### config.mk
export PLATFORM = sky130hd
export DESIGN_NAME = ln_input_scaler_flat
export DESIGN_NICKNAME = d
export VERILOG_FILES = /design/src/rtl/ln_approx_pkg.sv /design/src/rtl/ln_input_scaler_if.sv /design/src/rtl/ln_range_cmp.sv /design/src/rtl/ln_input_scaler.sv /design/src/flat_wrapper.sv
export SDC_FILE = /design/constraint.sdc
export NUM_CORES = 1
export LEC_CHECK = 0
export ABC_AREA = 1
export BUFFER_PORTS_ARGS = -buffer_cell sky130_fd_sc_hd__clkbuf_2
export CAP_MARGIN = 20
export CORE_ASPECT_RATIO = 1.1
export CORE_MARGIN = 2
export CORE_UTILIZATION = 46
export DETAILED_ROUTE_END_ITERATION = 8
export GPL_ROUTABILITY_DRIVEN = 0
export PLACE_DENSITY = 0.77
export SLEW_MARGIN = 20
export SYNTH_ARGS = -nofsm -noshare
export SYNTH_HDL_FRONTEND = slang
export SYNTH_SLANG_ARGS = --single-unit
### constraint.sdc
create_clock -name clk -period 1.2 [get_ports clk]
set_input_delay 0.06 -clock clk [delete_from_list [all_inputs] [get_ports clk]]
set_output_delay 0.06 -clock clk [all_outputs]
set_load 0.05 [all_outputs]
### src/rtl/ln_approx_pkg.sv
// Shared constants and scaler state encoding for the ln(x) approximation unit.
// Constants are expressed in Q.16; q16_to_frac rescales them to other fraction widths.
package ln_approx_pkg;

    localparam logic [15:0] LN2_Q      = 16'hB172;
    localparam logic [31:0] SCALE_LOW  = 32'h0000_C000;
    localparam logic [31:0] SCALE_HIGH = 32'h0001_8000;

    typedef enum logic [1:0] {
        ST_IDLE  = 2'd0,
        ST_SCALE = 2'd1,
        ST_DONE  = 2'd2,
        ST_ERR   = 2'd3
    } scaler_state_t;

    function automatic logic [63:0] q16_to_frac(input logic [63:0] v, input int frac);
        logic [63:0] r;
        if (frac >= 16) begin
            r = v << (frac - 16);
        end else begin
            r = v >> (16 - frac);
        end
        return r;
    endfunction

endpackage

### src/rtl/ln_input_scaler_if.sv
// Start/result bundle between the series controller (master) and the input scaler (slave).
// Level done_o handshake; no backpressure beyond the controller polling done_o.
interface ln_input_scaler_if #(
    parameter int WIDTH = 32,
    parameter int KW    = 7
);
    logic                    start_i;
    logic [WIDTH-1:0]        x_i;
    logic                    busy_o;
    logic                    done_o;
    logic                    err_o;
    logic [WIDTH-1:0]        x_o;
    logic signed [KW-1:0]    k_o;
    logic [WIDTH-1:0]        ln2_corr_o;

    modport master (
        output start_i, x_i,
        input  busy_o, done_o, err_o, x_o, k_o, ln2_corr_o
    );

    modport slave (
        input  start_i, x_i,
        output busy_o, done_o, err_o, x_o, k_o, ln2_corr_o
    );
endinterface

### src/rtl/ln_range_cmp.sv
// Combinational decode of x against the [0.75,1.5) window (unsigned, full width).
// Zero latency; no handshake.
module ln_range_cmp
    import ln_approx_pkg::*;
#(
    parameter int WIDTH = 32,
    parameter int FRAC  = 16
) (
    input  logic [WIDTH-1:0] x,
    output logic             above,
    output logic             below,
    output logic             in_range
);

    localparam logic [WIDTH-1:0] LOW  = WIDTH'(q16_to_frac(64'(SCALE_LOW), FRAC));
    localparam logic [WIDTH-1:0] HIGH = WIDTH'(q16_to_frac(64'(SCALE_HIGH), FRAC));

    assign above    = (x >= HIGH);
    assign below    = (x <  LOW);
    assign in_range = !above && !below;

endmodule

### src/rtl/ln_input_scaler.sv
// Normalises x into [0.75,1.5) by 1-bit shifts, returning signed shift count k; done_o after |k|+2 cycles.
// Starts only accepted when not busy; optional k*ln2 accumulator under LN_SCALER_CORR_EN.
module ln_input_scaler
    import ln_approx_pkg::*;
#(
    parameter int WIDTH = 32,
    parameter int FRAC  = 16,
    parameter int KW    = 7
) (
    input  logic            clk,
    input  logic            rst_n,
    ln_input_scaler_if.slave io
);

    // Reset asserts asynchronously but releases on a clock edge.
    logic [1:0] rst_sync_q;
    logic       rst_sync_n;

    always_ff @(posedge clk or negedge rst_n) begin
        if (!rst_n) begin
            rst_sync_q <= 2'b00;
        end else begin
            rst_sync_q <= {rst_sync_q[0], 1'b1};
        end
    end

    assign rst_sync_n = rst_sync_q[1];

    scaler_state_t        state_q, state_d;
    logic [WIDTH-1:0]     x_q, x_d;
    logic signed [KW-1:0] k_q, k_d;
    logic                 above, below, in_range;
    logic                 x_bad;

`ifdef LN_SCALER_CORR_EN
    localparam logic [WIDTH-1:0] LN2_STEP = WIDTH'(q16_to_frac(64'(LN2_Q), FRAC));
    logic [WIDTH-1:0] corr_q, corr_d;
`endif

    ln_range_cmp #(
        .WIDTH (WIDTH),
        .FRAC  (FRAC)
    ) u_range_cmp (
        .x        (x_q),
        .above    (above),
        .below    (below),
        .in_range (in_range)
    );

    assign x_bad = (io.x_i == '0) || io.x_i[WIDTH-1];

    always_comb begin
        state_d = state_q;
        x_d     = x_q;
        k_d     = k_q;
`ifdef LN_SCALER_CORR_EN
        corr_d  = corr_q;
`endif
        case (state_q)
            ST_IDLE, ST_DONE, ST_ERR: begin
                if (io.start_i) begin
                    state_d = x_bad ? ST_ERR : ST_SCALE;
                    x_d     = x_bad ? '0 : io.x_i;
                    k_d     = '0;
`ifdef LN_SCALER_CORR_EN
                    corr_d  = '0;
`endif
                end
            end
            ST_SCALE: begin
                // Only one of the two shift directions can ever fire for a given operand.
                if (above) begin
                    x_d = x_q >> 1;
                    k_d = k_q + $signed(KW'(1));
`ifdef LN_SCALER_CORR_EN
                    corr_d = corr_q + LN2_STEP;
`endif
                end else if (below) begin
                    x_d = x_q << 1;
                    k_d = k_q - $signed(KW'(1));
`ifdef LN_SCALER_CORR_EN
                    corr_d = corr_q - LN2_STEP;
`endif
                end else if (in_range) begin
                    state_d = ST_DONE;
                end
            end
            default: state_d = ST_IDLE;
        endcase
    end

    always_ff @(posedge clk or negedge rst_sync_n) begin
        if (!rst_sync_n) begin
            state_q <= ST_IDLE;
            x_q     <= '0;
            k_q     <= '0;
        end else begin
            state_q <= state_d;
            x_q     <= x_d;
            k_q     <= k_d;
        end
    end

`ifdef LN_SCALER_CORR_EN
    always_ff @(posedge clk or negedge rst_sync_n) begin
        if (!rst_sync_n) begin
            corr_q <= '0;
        end else begin
            corr_q <= corr_d;
        end
    end

    assign io.ln2_corr_o = corr_q;
`else
    assign io.ln2_corr_o = '0;
`endif

    assign io.busy_o = (state_q == ST_SCALE);
    assign io.done_o = (state_q == ST_DONE) || (state_q == ST_ERR);
    assign io.err_o  = (state_q == ST_ERR);
    assign io.x_o    = x_q;
    assign io.k_o    = k_q;

endmodule

### src/flat_wrapper.sv
// flat-port wrapper written by rule: the top's interface ports become plain ports
module ln_input_scaler_flat import ln_approx_pkg::*;
#(
    parameter int WIDTH = 32,
    parameter int FRAC  = 16,
    parameter int KW    = 7
)
  (clk, rst_n, io_start_i, io_x_i, io_busy_o, io_done_o, io_err_o, io_x_o, io_k_o, io_ln2_corr_o);
  ln_input_scaler_if #(.WIDTH(WIDTH), .KW(KW)) io_i ();
  input  logic clk;
  input  logic rst_n;
  input wire logic [$bits(io_i.start_i)-1:0] io_start_i;
  input wire logic [$bits(io_i.x_i)-1:0] io_x_i;
  output wire logic [$bits(io_i.busy_o)-1:0] io_busy_o;
  output wire logic [$bits(io_i.done_o)-1:0] io_done_o;
  output wire logic [$bits(io_i.err_o)-1:0] io_err_o;
  output wire logic [$bits(io_i.x_o)-1:0] io_x_o;
  output wire logic [$bits(io_i.k_o)-1:0] io_k_o;
  output wire logic [$bits(io_i.ln2_corr_o)-1:0] io_ln2_corr_o;
  assign io_i.start_i = io_start_i;
  assign io_i.x_i = io_x_i;
  assign io_busy_o = io_i.busy_o;
  assign io_done_o = io_i.done_o;
  assign io_err_o = io_i.err_o;
  assign io_x_o = io_i.x_o;
  assign io_k_o = io_i.k_o;
  assign io_ln2_corr_o = io_i.ln2_corr_o;
  ln_input_scaler #(.WIDTH(WIDTH), .FRAC(FRAC), .KW(KW)) u_core (.clk(clk), .rst_n(rst_n), .io(io_i));
endmodule
==> metrics.md <==
| Metric | Value |
|---|---|
| Total gr overflow | `0` |
| Drt drc | `0` |
| Gr usage total | `28.44%` |
| Reg-to-Reg Start | `u_core.io.x_o[25]` |
| Final Cycle Share | `177.6%` |
| Fin crit period | `2131 ps` |
| R2R depth | `13` |
| Worst-path clk slew | `90 ps` |
| Via/cell ratio | `5.366` |
| Worst Setup EP | `u_core.io.k_o[6]` |
| Seq/Total Area, Yosys | `33.00%` |
| Initial drt markers | `314` |
| Seq cells post-synth | `43` |
| RSZ-0062 raised after global routing | `true` |
| Syn_area_per_cell | `6.547 µm²` |
| Maxcap violations | `0` |
| Post-Route WL | `11420 µm` |
| Pwr Density | `2917 mW/mm²` |
| Initial antenna violation count | `0` |
| Worst EP required | `1400 ps` |
| Root Driver | `clkbuf_8` |
| Nets | `681` |
| Maximum vdd drop | `0.002049 V` |
| Htree depth | `2` |
| Clk Latency, worst-skew pair | `310 ps` |
| Reg2reg end | `u_core.io.k_o[6]` |
| Final core occ | `69.65%` |
| CTS tree | `built` |
| Pleak | `2.720 nW` |
| DR vias | `3890` |
| Status | `finished, violations left` |
| CP Max Fanout | `6` |
| Die area | `0.007779 mm²` |
| HP Class | `input pin to asynchronous set/reset pin` |
| Synthesized area | `0.003261 mm²` |
| Die Ht | `92.30 µm` |
| CP Launch Type | `flop` |
| Residual antenna-violating net count after detailed routing | `0` |
| Layout Area Growth over Synthesis | `47.97%` |
| Power consumption | `14.07 mW` |
| Worst Slack Setup Final | `-931.3 ps` |
| Starting Density | `47.07%` |
| Area leader, netlist | `dfrtp_1` |
| Number of library cell types mapped by synthesis | `29` |
| WL per Instance | `15.75 µm` |
| DR pass1 iterations | `5` |
| WP data arrival | `2330 ps` |
| Crit Path Class | `flop to flop` |
| First-pass GRT wire length | `17820 µm` |
| Max Clock Freq | `469.2 MHz` |
| Most frequent cells in the layout | `nand2_1 (162), clkbuf_2 (69), buf_4 (58)` |
| Core area | `0.006927 mm²` |
| Number of port buffers | `76` |
| Post-Synthesis Cells | `498` |
| Number of diodes | `0` |
| Cell Rows | `32` |
| Largest net degree at the start of global routing | `42` |
| I/O pin cnt | `109` |
| Cts bufs inserted | `5` |
| Final hold vios | `0` |
| Syn. warnings | `0` |
| Synth top area share | `33.00%` |
| Max-slew violations | `0` |
| Final setup viols | `42` |
| DP Worst Slack | `-920.6 ps` |
| HPWL Detailed | `6651 µm` |
| Crit. End Element | `flop` |
| Setup Skew | `13.24 ps` |
| Reg-to-reg setup timing slack | `-930 ps` |
| Clk buf depth | `2` |
| CP startpoint | `u_core.io.x_o[25]` |
| Vias in the first global route | `3779` |
| Layout cells sized above 1 | `41.09%` |
| Largest cells by area after synthesis | `dfrtp_1 (33%), nand2_1 (23%), nand4_1 (8.4%)` |
| Die X | `84.28 µm` |
| Most common cell after layout, fill and taps aside | `nand2_1` |
| CTS Sinks | `43` |
| Failing checks | `setup timing` |
-- state kept, by name (all words and copies together) (netlist names) --
name,cells
u_core.io.k_o,7
u_core.io.x_o,32
u_core.state_q,2
u_core.rst_sync_q,2
-- cells by family (layout without fill, tap and decap cells) --
kind of cell               after synthesis  after routing  synth area share (%)
AOI/OAI and AO/OA                       21             21                 3.262
other                                    2             33                0.2303
DFF                                     43             43                 33.00
and+or+nand+nor                        310            310                 42.13
buffers and inverters                  114            225                 18.19
adders and majority gates                7              7                 2.916
xor gates and xnor gates                 1              1                0.2687
-- critical path: stages (launching register included) --
cell	delay, ps
dfrtp_2	430
nor2_2	130
nand2_2	90
nor2_4	140
nand2_4	80
nor2_8	170
buf_4	160
ha_4	210
nand2_1	110
o21ai_1	100
a21oi_2	160
nand3_1	100
nand3b_1	90
nand2_1	50
-- worst min path at each step --
stage | from | slack, ps | cells past startpoint | end
2_1_floorplan | rst_n | -240 | 0 | u_core.rst_sync_q[0]
3_3_place_gp | rst_n | -160 | 1 | u_core.rst_sync_q[0]
3_5_place_dp | rst_n | -150 | 1 | u_core.rst_sync_q[0]
4_1_cts | io_start_i | 30 | 4 | u_core.state_q[1]
5_1_grt | io_start_i | 80 | 4 | u_core.state_q[1]
6_report | rst_n | 60 | 2 | u_core.rst_sync_q[1]
-- final cells by class --
class / instances / area [µm²]
clock buffers: 6 / 72.57
clock inverters: 2 / 37.54
fillers: 529 / 2102
inverters: 56 / 226.5
multi-input cells: 372 / 2022
flip-flops and latches: 43 / 1100
well taps: 85 / 106.4
repair buffers: 157 / 1196
repair inverters: 4 / 63.81
-- synthesized netlist by cell type --
cell        n
nand3b_1    2
o21ai_0    14
inv_1      55
nor2_1     29
nor3_1      2
nand2_4     2
nor2_2      1
and2_1      1
dfrtp_1    43
a31oi_1     1
buf_1       2
buf_6       3
conb_1      2
clkbuf_1   11
o21ai_1     1
nor3_4      1
nor2_8      1
nand3_1    22
nand2_1   203
buf_2       6
nand4_1    44
buf_4      36
nand3_2     1
a21oi_1     5
ha_1        6
nor2_4      1
inv_2       1
xnor2_1     1
fa_1        1
-- power by group --
group / internal, mW / leakage [nW] / switching [mW] / total, mW
registers: 1.99 / 0.531 / 0.446 / 2.43
clock network: 0.622 / 0.0514 / 0.548 / 1.17
logic: 3.77 / 2.14 / 6.69 / 10.5
-- metal layers --
metal	vias up	routed length (µm)	global-route usage (%)
met2	229	5693	48.28
met3	53	928	4.278
met5	-	0	0
li1	1786	-	-
met4	0	525	13.71
met1	1822	4268	35.35
-- per-stage QoR --
step / cell area (µm²) / cells / TNS (ps) / hold WS (ps)
2_1_floorplan: 3490 / 529 / -26750 / -235.6
3_3_place_gp: 4079 / 689 / -26730 / -155.6
3_5_place_dp: 4079 / 689 / -30160 / -152.5
4_1_cts: 4717 / 721 / -29760 / 33.36
5_1_grt: 4825 / 725 / -37300 / 78.97
6_report: 4825 / 725 / -34150 / 58.81
-- what timing repair did --
item | in CTS | in global routing
setup endpoints to repair | 45 | 46
hold buffers | 2 | 0
endpoints found under the hold margin | 3 | 0
pin swaps | 19 | 18
cloned | 7 | 0
gates resized for setup | 85 | 27
setup buffers | 16 | 7
(Power assumes the default switching activity.)
